File: src/rtl/qisp_mem_pkg.sv
// Shared definitions for the instruction-fetch memory responder: FSM encoding and default widths.
package qisp_mem_pkg;

    typedef enum logic {
        ST_FETCH = 1'b0,
        ST_READY = 1'b1
    } state_t;

    localparam int QISP_ADDR_W = 16;
    localparam int QISP_DATA_W = 16;

endpackage

File: src/rtl/mem_word_store.sv
// Word-addressed register array: one synchronous write port, one combinational read port.
module mem_word_store #(
    parameter int DEPTH_LOG2 = 4,
    parameter int DATA_W     = 16
) (
    input  logic                  clk,
    input  logic                  i_we,
    input  logic [DEPTH_LOG2-1:0] i_wadr,
    input  logic [DATA_W-1:0]     i_wdata,
    input  logic [DEPTH_LOG2-1:0] i_radr,
    output logic [DATA_W-1:0]     o_rdata
);

    logic [DATA_W-1:0] r_mem [2**DEPTH_LOG2];

    // No reset: the program image must survive a core reset.
    always_ff @(posedge clk) begin
        if (i_we) begin
            r_mem[i_wadr] <= i_wdata;
        end
    end

    assign o_rdata = r_mem[i_radr];

endmodule

File: src/rtl/i_mem_responder.sv
// Instruction-fetch responder: serves the word at the presented address after a fixed latency,
// restarting whenever the word index changes; the store can be preloaded at any time.
module i_mem_responder
    import qisp_mem_pkg::*;
#(
    parameter int ADDR_W     = QISP_ADDR_W,
    parameter int DATA_W     = QISP_DATA_W,
    parameter int DEPTH_LOG2 = 4,
    parameter int LATENCY    = 2
) (
    input  logic                  clk,
    input  logic                  a_rst,
    input  logic [ADDR_W-1:0]     i_mem_adr,
    output logic                  i_mem_rdy,
    output logic [DATA_W-1:0]     i_mem_data,
    input  logic                  ld_we,
    input  logic [DEPTH_LOG2-1:0] ld_adr,
    input  logic [DATA_W-1:0]     ld_data,
    output logic                  o_dbg_state
);

    localparam logic [3:0] LAT_M1 = 4'(LATENCY - 1);

    state_t                r_state;
    logic [3:0]            r_cnt;
    logic [DEPTH_LOG2-1:0] r_last_idx;
    logic                  r_rdy;
    logic [DATA_W-1:0]     r_data;

    logic [DEPTH_LOG2-1:0] w_idx;
    logic [DATA_W-1:0]     w_rdata;
    logic                  w_we;
    logic                  w_unused_adr;

    // Byte address to word index; bit 0 and the high bits alias.
    assign w_idx        = i_mem_adr[DEPTH_LOG2:1];
    assign w_unused_adr = ^{i_mem_adr[ADDR_W-1:DEPTH_LOG2+1], i_mem_adr[0]};

    // Preload writes are dropped while reset is held.
    assign w_we = ld_we & a_rst;

    mem_word_store #(
        .DEPTH_LOG2 (DEPTH_LOG2),
        .DATA_W     (DATA_W)
    ) u_store (
        .clk     (clk),
        .i_we    (w_we),
        .i_wadr  (ld_adr),
        .i_wdata (ld_data),
        .i_radr  (w_idx),
        .o_rdata (w_rdata)
    );

    always_ff @(posedge clk) begin
        if (!a_rst) begin
            r_state    <= ST_FETCH;
            r_cnt      <= 4'd0;
            r_last_idx <= '0;
            r_rdy      <= 1'b0;
            r_data     <= '0;
        end else begin
            case (r_state)
                ST_FETCH: begin
                    if (w_idx != r_last_idx) begin
                        r_last_idx <= w_idx;
                        r_cnt      <= 4'd1;
                    end else if (r_cnt >= LAT_M1) begin
                        // Store read happens here, so a write landing on this same edge is not seen.
                        r_data  <= w_rdata;
                        r_rdy   <= 1'b1;
                        r_state <= ST_READY;
                    end else if (r_cnt != 4'hF) begin
                        r_cnt <= r_cnt + 4'd1;
                    end
                end
                ST_READY: begin
                    if (w_idx != r_last_idx) begin
                        r_rdy      <= 1'b0;
                        r_last_idx <= w_idx;
                        r_cnt      <= 4'd1;
                        r_state    <= ST_FETCH;
                    end
                end
                default: r_state <= ST_FETCH;
            endcase
        end
    end

    assign i_mem_rdy   = r_rdy;
    assign i_mem_data  = r_data;
    assign o_dbg_state = r_state;

endmodule

File: config.mk
export PLATFORM = sky130hd
export DESIGN_NAME = i_mem_responder
export DESIGN_NICKNAME = d
export VERILOG_FILES = /design/src/rtl/qisp_mem_pkg.sv /design/src/rtl/mem_word_store.sv /design/src/rtl/i_mem_responder.sv
export SDC_FILE = /design/constraint.sdc
export NUM_CORES = 1
export LEC_CHECK = 0
export BUFFER_PORTS_ARGS = -buffer_cell sky130_fd_sc_hd__buf_2
export CAP_MARGIN = 20
export CELL_PAD_IN_SITES_DETAIL_PLACEMENT = 0
export CELL_PAD_IN_SITES_GLOBAL_PLACEMENT = 2
export CORE_ASPECT_RATIO = 0.9
export CORE_MARGIN = 5
export CORE_UTILIZATION = 45
export DETAILED_ROUTE_END_ITERATION = 16
export GPL_TIMING_DRIVEN = 0
export PLACE_DENSITY = 0.85
export SLEW_MARGIN = 20
export SYNTH_ARGS = -nofsm -noshare
export SYNTH_HDL_FRONTEND = slang
export SYNTH_SLANG_ARGS = --single-unit
export TNS_END_PERCENT = 50
File: constraint.sdc
create_clock -name clk -period 4.6 [get_ports clk]
set_clock_uncertainty 0.15 [all_clocks]
set_input_delay 0.23 -clock clk [delete_from_list [all_inputs] [get_ports clk]]
set_output_delay 0.23 -clock clk [all_outputs]
set_load 0.01 [all_outputs]
==> summary.md, run 1 <==
| Metric | Value |
|---|---|
| Initial Util | `46.0%` |
| Largest net degree at the start of global routing | `17` |
| ANT nets after route | `0` |
| Synthesized instance count | `514` |
| Setup CP Type | `flop to flop` |
| Die height | `157 microns` |
| Tmin final | `2.50 ns` |
| Fmax | `0.400 GHz` |
| DR DRC count | `0` |
| DIE WIDTH | `173 microns` |
| Initial antenna violation count | `0` |
| Worst hold path type | `primary input to flop` |
| Setup TNS | `0 ns` |
| Hold EP | `u_store.r_mem[8][15]$_DFFE_PP_` |
| Max cap viols | `0` |
| Worst-Margin Slew | `0.810 ns` |
| Compound-gate portion of the synthesized area | `2.55%` |
| Area added between synthesis and finish | `19.5%` |
| Htree depth | `1` |
| RR Endpoint | `i_mem_data[14]$_SDFFE_PN0P_` |
| ANT cells | `0` |
| Startpoint of the worst hold path | `ld_adr[3]` |
| Synth Area in Simple Gates | `2.87%` |
| Adder-cell share of the synthesized area | `0.347%` |
| Max-slew headroom | `46.0%` |
| Setup violators final | `0` |
| Max-slew violation count | `0` |
| Worst Path Required | `4.89 ns` |
| Drt wl/cell | `24.3 microns` |
| CP Max Fanout | `10` |
| IR drop worst, VDD | `0.355 mV` |
| CTS Root Cell | `clkbuf_16` |
| Synthesized Nets | `556` |
| Fin. Hold Viols | `0` |
| FF-to-FF path depth | `7` |
| Global-route wire length before repair | `35300 microns` |
| Ports | `57` |
| Skew-Pair Late Insertion Delay | `0.53 ns` |
| Worst reg2reg startpoint | `r_cnt[0]$_SDFFE_PN0P_` |
| Core Area | `0.0235 sq mm` |
| Via count | `5421` |
| Total die area | `0.0272 sq mm` |
| Worst-path clk slew | `0.07 ns` |
| Routed WL | `23100 microns` |
| Crit. Startpoint | `r_cnt[0]$_SDFFE_PN0P_` |
| Worst hold stages | `3` |
| CTS tree | `built` |
| Power Density | `434 mW/mm^2` |
| CP arrival | `2.79 ns` |
| Largest family of logic cells by synthesized area | `multiplexers` |
| Mapped Area | `0.0108 sq mm` |
| Mux contribution to synthesized area | `16.5%` |
| GRT Util Overall | `17.2%` |
| DR vias/cell | `5.70` |
| Flop2flop setup slack | `2.10 ns` |
| Total grt overflow | `0` |
| Synthesized flop and latch total | `282` |
| Startpoint types | `flop` |
| DRT Pass-1 Iters | `4` |
| Final period utilization | `54.3%` |
| LEAKAGE | `4.24 nW` |
| Total Power | `5.61 mW` |
| Bufs on Longest Clock Path | `3` |
| Fillers | `1775` |
| Routability congestion estimate | `0.816` |
| CTS sink cnt | `282` |
| Outcome | `finished clean` |
| Placed wire-length estimate | `15600 microns` |
| Syn_area_per_cell | `21.0 sq um` |
| CTS Buf Count | `27` |
| Synth cell types | `31` |
| I/O Buffers | `42` |
| Share of cells above drive strength 1 | `34.7%` |
| CP endpoint kind | `flop` |
| Total Nets Final | `670` |
| DR iter-0 viols | `443` |
| Post-layout util | `55.0%` |
| RSZ-0062 raised after global routing | `no` |
| Xor-xnor portion of the synthesized cell area | `0.405%` |
| Synth warn | `0` |
| Post-synthesis sequential area ratio | `76.0%` |
| Num rows | `53` |
| Vias in the first global route | `5594` |
cells in the mapped netlist (all sizes together):
cell type  number  share of area, %
edfxtp        256                71
mux4           64                13
o211ai         32               2.2
dfxtp          26               4.8
nand3          17              0.79
nor2           17              0.59
buf            16              0.85
mux2           16               1.7
mux2i          16               1.5
clkbuf         11              0.39
and2            5              0.29
nand2           5              0.17
xnor2           5              0.41
nor3            4              0.19
a21oi           3              0.14
ha              3              0.35
inv             3              0.10
a21boi          2              0.14
nand2b          2              0.12
nand4           2              0.12
nor4b           2              0.28
and3            1             0.058
and4            1             0.081
clkinv          1             0.035
nand4b          1             0.081
o21ai           1             0.046
or2             1             0.058
or3             1             0.058
registers in the layout (all words and copies together), names as in the netlist:
name,cells
r_last_idx,4
u_store.r_mem,256
i_mem_data,16
o_dbg_state,1
r_cnt,4
i_mem_rdy,1
area by class of cell:
type,instances,area [sq um],area share (%)
tap,302,378,2.93
clock buffer,28,689,5.34
inverter,4,15.0,0.116
timing repair buffer,85,666,5.16
clock inverter,22,320,2.48
sequential,282,8210,63.6
multi-input combinational,201,2500,19.4
buffer,27,134,1.04
through the flow:
step | worst slack, ns | hold WS, ns | instance area (sq um) | cells
6_report | 2.10 | 0.173 | 12900 | 951
5_1_grt | 1.97 | 0.200 | 12900 | 951
4_1_cts | 2.18 | 0.150 | 12900 | 951
3_5_place_dp | 2.23 | 0.337 | 11700 | 878
3_3_place_gp | 1.08 | 0.317 | 11400 | 858
2_1_floorplan | 2.09 | 0.179 | 10800 | 514
metal layers:
layer / wire, microns / vias up / global-route usage (%)
li1: - / 2365 / -
met1: 10400 / 2836 / 25.4
met2: 10800 / 185 / 27.2
met3: 1410 / 35 / 3.00
met4: 499 / 0 / 3.88
met5: 0 / - / 0
critical path: stages (launching register included):
cell      delay, ns
dfxtp_1        0.40
inv_1          0.06
ha_1           0.18
nor4b_2        0.18
nor4b_2        0.64
clkbuf_1       0.49
nand3_1        0.14
o211ai_1       0.15
kinds of logic after synthesis:
logic type | count (synthesis)
AND/OR/NAND/NOR | 59
adder cells (fa/ha/maj) | 3
AO/OA/AOI/OAI | 38
multiplexers | 96
flip-flops | 282
XOR/XNOR | 5
buffers and inverters | 31
what timing repair did:
action / 4_1_cts / 5_1_grt
resized for setup: 0 / 0
hold buffers: 23 / 0
setup buffers: 0 / 0
hold endpoints to repair: 271 / 0
worst max path at each step:
stage	cells after the start	endpoint	slack, ns
finish	7	i_mem_data[14]$_SDFFE_PN0P_	2.10
global route	7	i_mem_data[8]$_SDFFE_PN0P_	1.97
CTS	7	i_mem_data[14]$_SDFFE_PN0P_	2.18
detailed placement	7	i_mem_data[14]$_SDFFE_PN0P_	2.23
global placement	4	u_store.r_mem[0][9]$_DFFE_PP_	1.08
floorplan	4	u_store.r_mem[0][0]$_DFFE_PP_	2.09
report_power, final:
group          switching (mW)  total, mW  leakage (nW)  internal (mW)
Sequential             0.0120       2.84          2.52           2.83
Combinational           0.158      0.278          1.23          0.121
Clock                   0.949       2.49         0.496           1.54
Total                    1.12       5.61          4.24           4.49
placed cells by master (no fill, tap or decap), drive strengths merged:
cell,instances
a21boi,2
a21oi,3
and2,5
and3,1
and4,1
buf,78
bufinv,8
clkbuf,39
clkinv,12
clkinvlp,2
dfxtp,26
dlygate4sd3,23
edfxtp,256
ha,3
inv,4
mux2,16
mux2i,16
mux4,64
nand2,5
nand2b,2
nand3,17
nand4,2
nand4b,1
nor2,17
nor3,4
nor4b,2
o211ai,32
o21ai,1
or2,1
or3,1
xnor2,5
No activity file was read; power rests on OpenSTA's default activity.
==> run 2, diff against run 1 <==
Settings changed: CORE_UTILIZATION 45 to 43.
Clock period 4.6 ns to 2.05 ns, I/O delays scaled along.
==> run 2 against run 1 <==
  * Cell count increased by 4.3%
  * Highest routed layer unchanged
  * Combinational power increased by 140%
  * Largest power group unchanged
  * Largest cell class unchanged
  * Sequential power is 120% higher
==> summary.md, run 2 (synthesized netlist as in run 1, its figures left out) <==
| Metric | Value |
|---|---|
| Max cap viols | `0 (unchanged)` |
| Total die area | `0.0284 sq mm (+4.4%)` |
| Global-route wire length before repair | `35100 microns (-0.45%)` |
| Routed WL | `23400 microns (+1.5%)` |
| Worst-path clk slew | `0.07 ns (about the same)` |
| Max-slew headroom | `43.5% (-2.5 points)` |
| Critical path's largest stage delay | `0.47 ns (-0.17 ns)` |
| RR Endpoint | `i_mem_data[14]$_SDFFE_PN0P_` |
| LEAKAGE | `4.18 nW (-1.4%)` |
| ANT nets after route | `0 (unchanged)` |
| Flop2flop setup slack | `0.06 ns (-2.04 ns)` |
| Outcome | `finished clean` |
| Total Nets Final | `673 (+0.45%)` |
| Skew-Pair Late Insertion Delay | `0.53 ns (about the same)` |
| Num rows | `55 (+3.8%)` |
| Setup CP Type | `flop to flop` |
| CP arrival | `2.29 ns (-0.50 ns)` |
| Worst-Margin Slew | `0.848 ns (+0.0372 ns)` |
| Crit. Startpoint | `r_cnt[0]$_SDFFE_PN0P_` |
| Routability congestion estimate | `0.813 (-0.42%)` |
| Share of cells above drive strength 1 | `34.0% (-0.67 points)` |
| Ports | `57 (unchanged)` |
| CP Max Fanout | `10 (unchanged)` |
| Multi-input gate area | `0.00255 sq mm (+2.0%)` |
| Core Area | `0.0250 sq mm (+6.4%)` |
| DIE WIDTH | `177 microns (+2.2%)` |
| CP most frequent cell | `nor4b_4` |
| Total grt overflow | `0 (unchanged)` |
| Pre-CTS setup slack | `-0.363 ns (-2.59 ns)` |
| DR vias/cell | `5.50 (-3.5%)` |
| GRT Util Overall | `16.5% (-0.61 points)` |
| Critical Path Stages | `7 (unchanged)` |
| CTS tree | `built` |
| CTS Root Cell | `clkbuf_16` |
| Setup violators final | `0 (unchanged)` |
| Final Worst Setup Slack | `0.0645 ns (-2.04 ns)` |
| Power Density | `904 mW/mm^2 (+110%)` |
| Register area | `0.00821 sq mm (unchanged)` |
| Commonest non-fill, non-tap cell in the layout | `edfxtp_1` |
| DR iter-0 viols | `536 (+21%)` |
| Crit path max-delay family | `simple AND/OR/NAND/NOR gates` |
| Worst reg2reg startpoint | `r_cnt[0]$_SDFFE_PN0P_` |
| Most frequent cells in the layout | `edfxtp_1 (256), mux4_2 (64), buf_2 (53), o211ai_1 (32), clkbuf_16 (27)` |
| CP cell instances | `inv_1 -> ha_1 -> nor4b_4 -> nor4b_4 -> buf_6 -> nand3_1 -> o211ai_1` |
| Worst Path Required | `2.35 ns (-2.54 ns)` |
| Largest net degree at the start of global routing | `17 (unchanged)` |
| Fillers | `1966 (+11%)` |
| Vias in the first global route | `5719 (+2.2%)` |
| Largest register by flop count | `u_store.r_mem` |
| FF-to-FF path depth | `7 (unchanged)` |
| Bufs on Longest Clock Path | `3 (unchanged)` |
| Area added between synthesis and finish | `19.0%` |
| Critical Path Sink | `i_mem_data[14]$_SDFFE_PN0P_` |
| Worst hold path type | `primary input to flop` |
| Max-slew violation count | `0 (unchanged)` |
| Tmin final | `1.99 ns (-0.512 ns)` |
| Htree depth | `1 (unchanged)` |
| DRT Pass-1 Iters | `5 (+1)` |
| I/O Buffers | `42 (unchanged)` |
| Via count | `5457 (+0.66%)` |
| IR drop worst, VDD | `0.690 mV (+95%)` |
| Buf/Inv on CP | `2 (unchanged)` |
| Initial antenna violation count | `0 (unchanged)` |
| Hold WS | `0.0541 ns (-0.119 ns)` |
| Fmax | `0.504 GHz (+26%)` |
| Die height | `160 microns (+2.2%)` |
| ANT cells | `0 (unchanged)` |
| Critical-path cell with the highest stage delay | `nor4b_4` |
| Placed wire-length estimate | `15800 microns (+1.2%)` |
| Fin. Hold Viols | `0 (unchanged)` |
| Drt wl/cell | `23.6 microns (-2.7%)` |
| DR DRC count | `0 (unchanged)` |
| Startpoint types | `flop` |
| CTS sink cnt | `282 (unchanged)` |
| Final period utilization | `96.9% (+43 points)` |
| Initial Util | `43.3% (-2.8 points)` |
| CP endpoint kind | `flop` |
| Largest register FFs | `256 (unchanged)` |
| CTS Buf Count | `27 (unchanged)` |
==> run 2: changes by cell type in the layout (fill, tap and decap cells not counted), sizes merged <==
cell         change
bufinv           -7
buf              +3
clkbuf           +3
clkinv           -2
dlygate4sd3      +2
clkinvlp         +1
inv              +1
==> run 2: worst min-delay path, stage by stage <==
cell and delay, ns:
buf_6 0.14, buf_2 0.26, and2_1 0.19
==> run 2: worst min-delay path by stage <==
stage,start,end,slack [ns],cells after the start
detailed placement,i_mem_adr[2],r_last_idx[1]$_SDFFE_PN0P_,0.23,2
global placement,i_mem_adr[2],r_last_idx[1]$_SDFFE_PN0P_,0.22,2
floorplan,ld_data[0],u_store.r_mem[0][0]$_DFFE_PP_,0.05,0
finish,i_mem_adr[1],r_last_idx[0]$_SDFFE_PN0P_,0.05,3
global route,ld_we,u_store.r_mem[12][15]$_DFFE_PP_,0.08,3
CTS,i_mem_adr[3],i_mem_rdy$_SDFFE_PN0P_,0.06,5
==> run 2: layout make-up <==
class,instances,share of cell area [%]
sequential,282,63.8
multi-input combinational,201,19.8
timing repair buffer,89,5.45
clock buffer,33,5.43
tap,342,3.33
buffer,26,1.20
clock inverter,15,0.856
inverter,4,0.117
==> run 2: where the power goes <==
group          internal, mW  switching, mW
Sequential             6.34         0.0269
Combinational         0.290          0.367
Clock                  2.55           2.06
==> run 2: timing repair <==
action,CTS,global route
pin swaps,0,5
resized for setup,7,12
hold buffers,23,2
setup endpoints to repair,11,20
endpoints found under the hold margin,279,12
buffers inserted,0,4
==> run 2: routing by layer <==
metal | track usage [%] | vias to the layer above | wire (microns)
li1 | - | 2377 | -
met1 | 24.2 | 2837 | 10400
met3 | 2.68 | 49 | 1280
met4 | 4.32 | 0 | 578
met2 | 26.2 | 194 | 11100
met5 | 0 | - | 0
==> run 2: per-stage QoR <==
step / power (mW) / cell area (sq um) / utilization [%] / cells / TNS [ns]
2_1_floorplan: 6.84 / 10800 / - / 514 / -2.59
3_3_place_gp: 7.05 / 11500 / 45.9 / 898 / -155.76
3_5_place_dp: 7.10 / 11700 / 46.9 / 916 / -3.99
4_1_cts: 11.7 / 12800 / 51.2 / 987 / 0
5_1_grt: 12.0 / 12900 / 51.5 / 992 / -0.000788
6_report: 11.6 / 12900 / 51.5 / 992 / 0
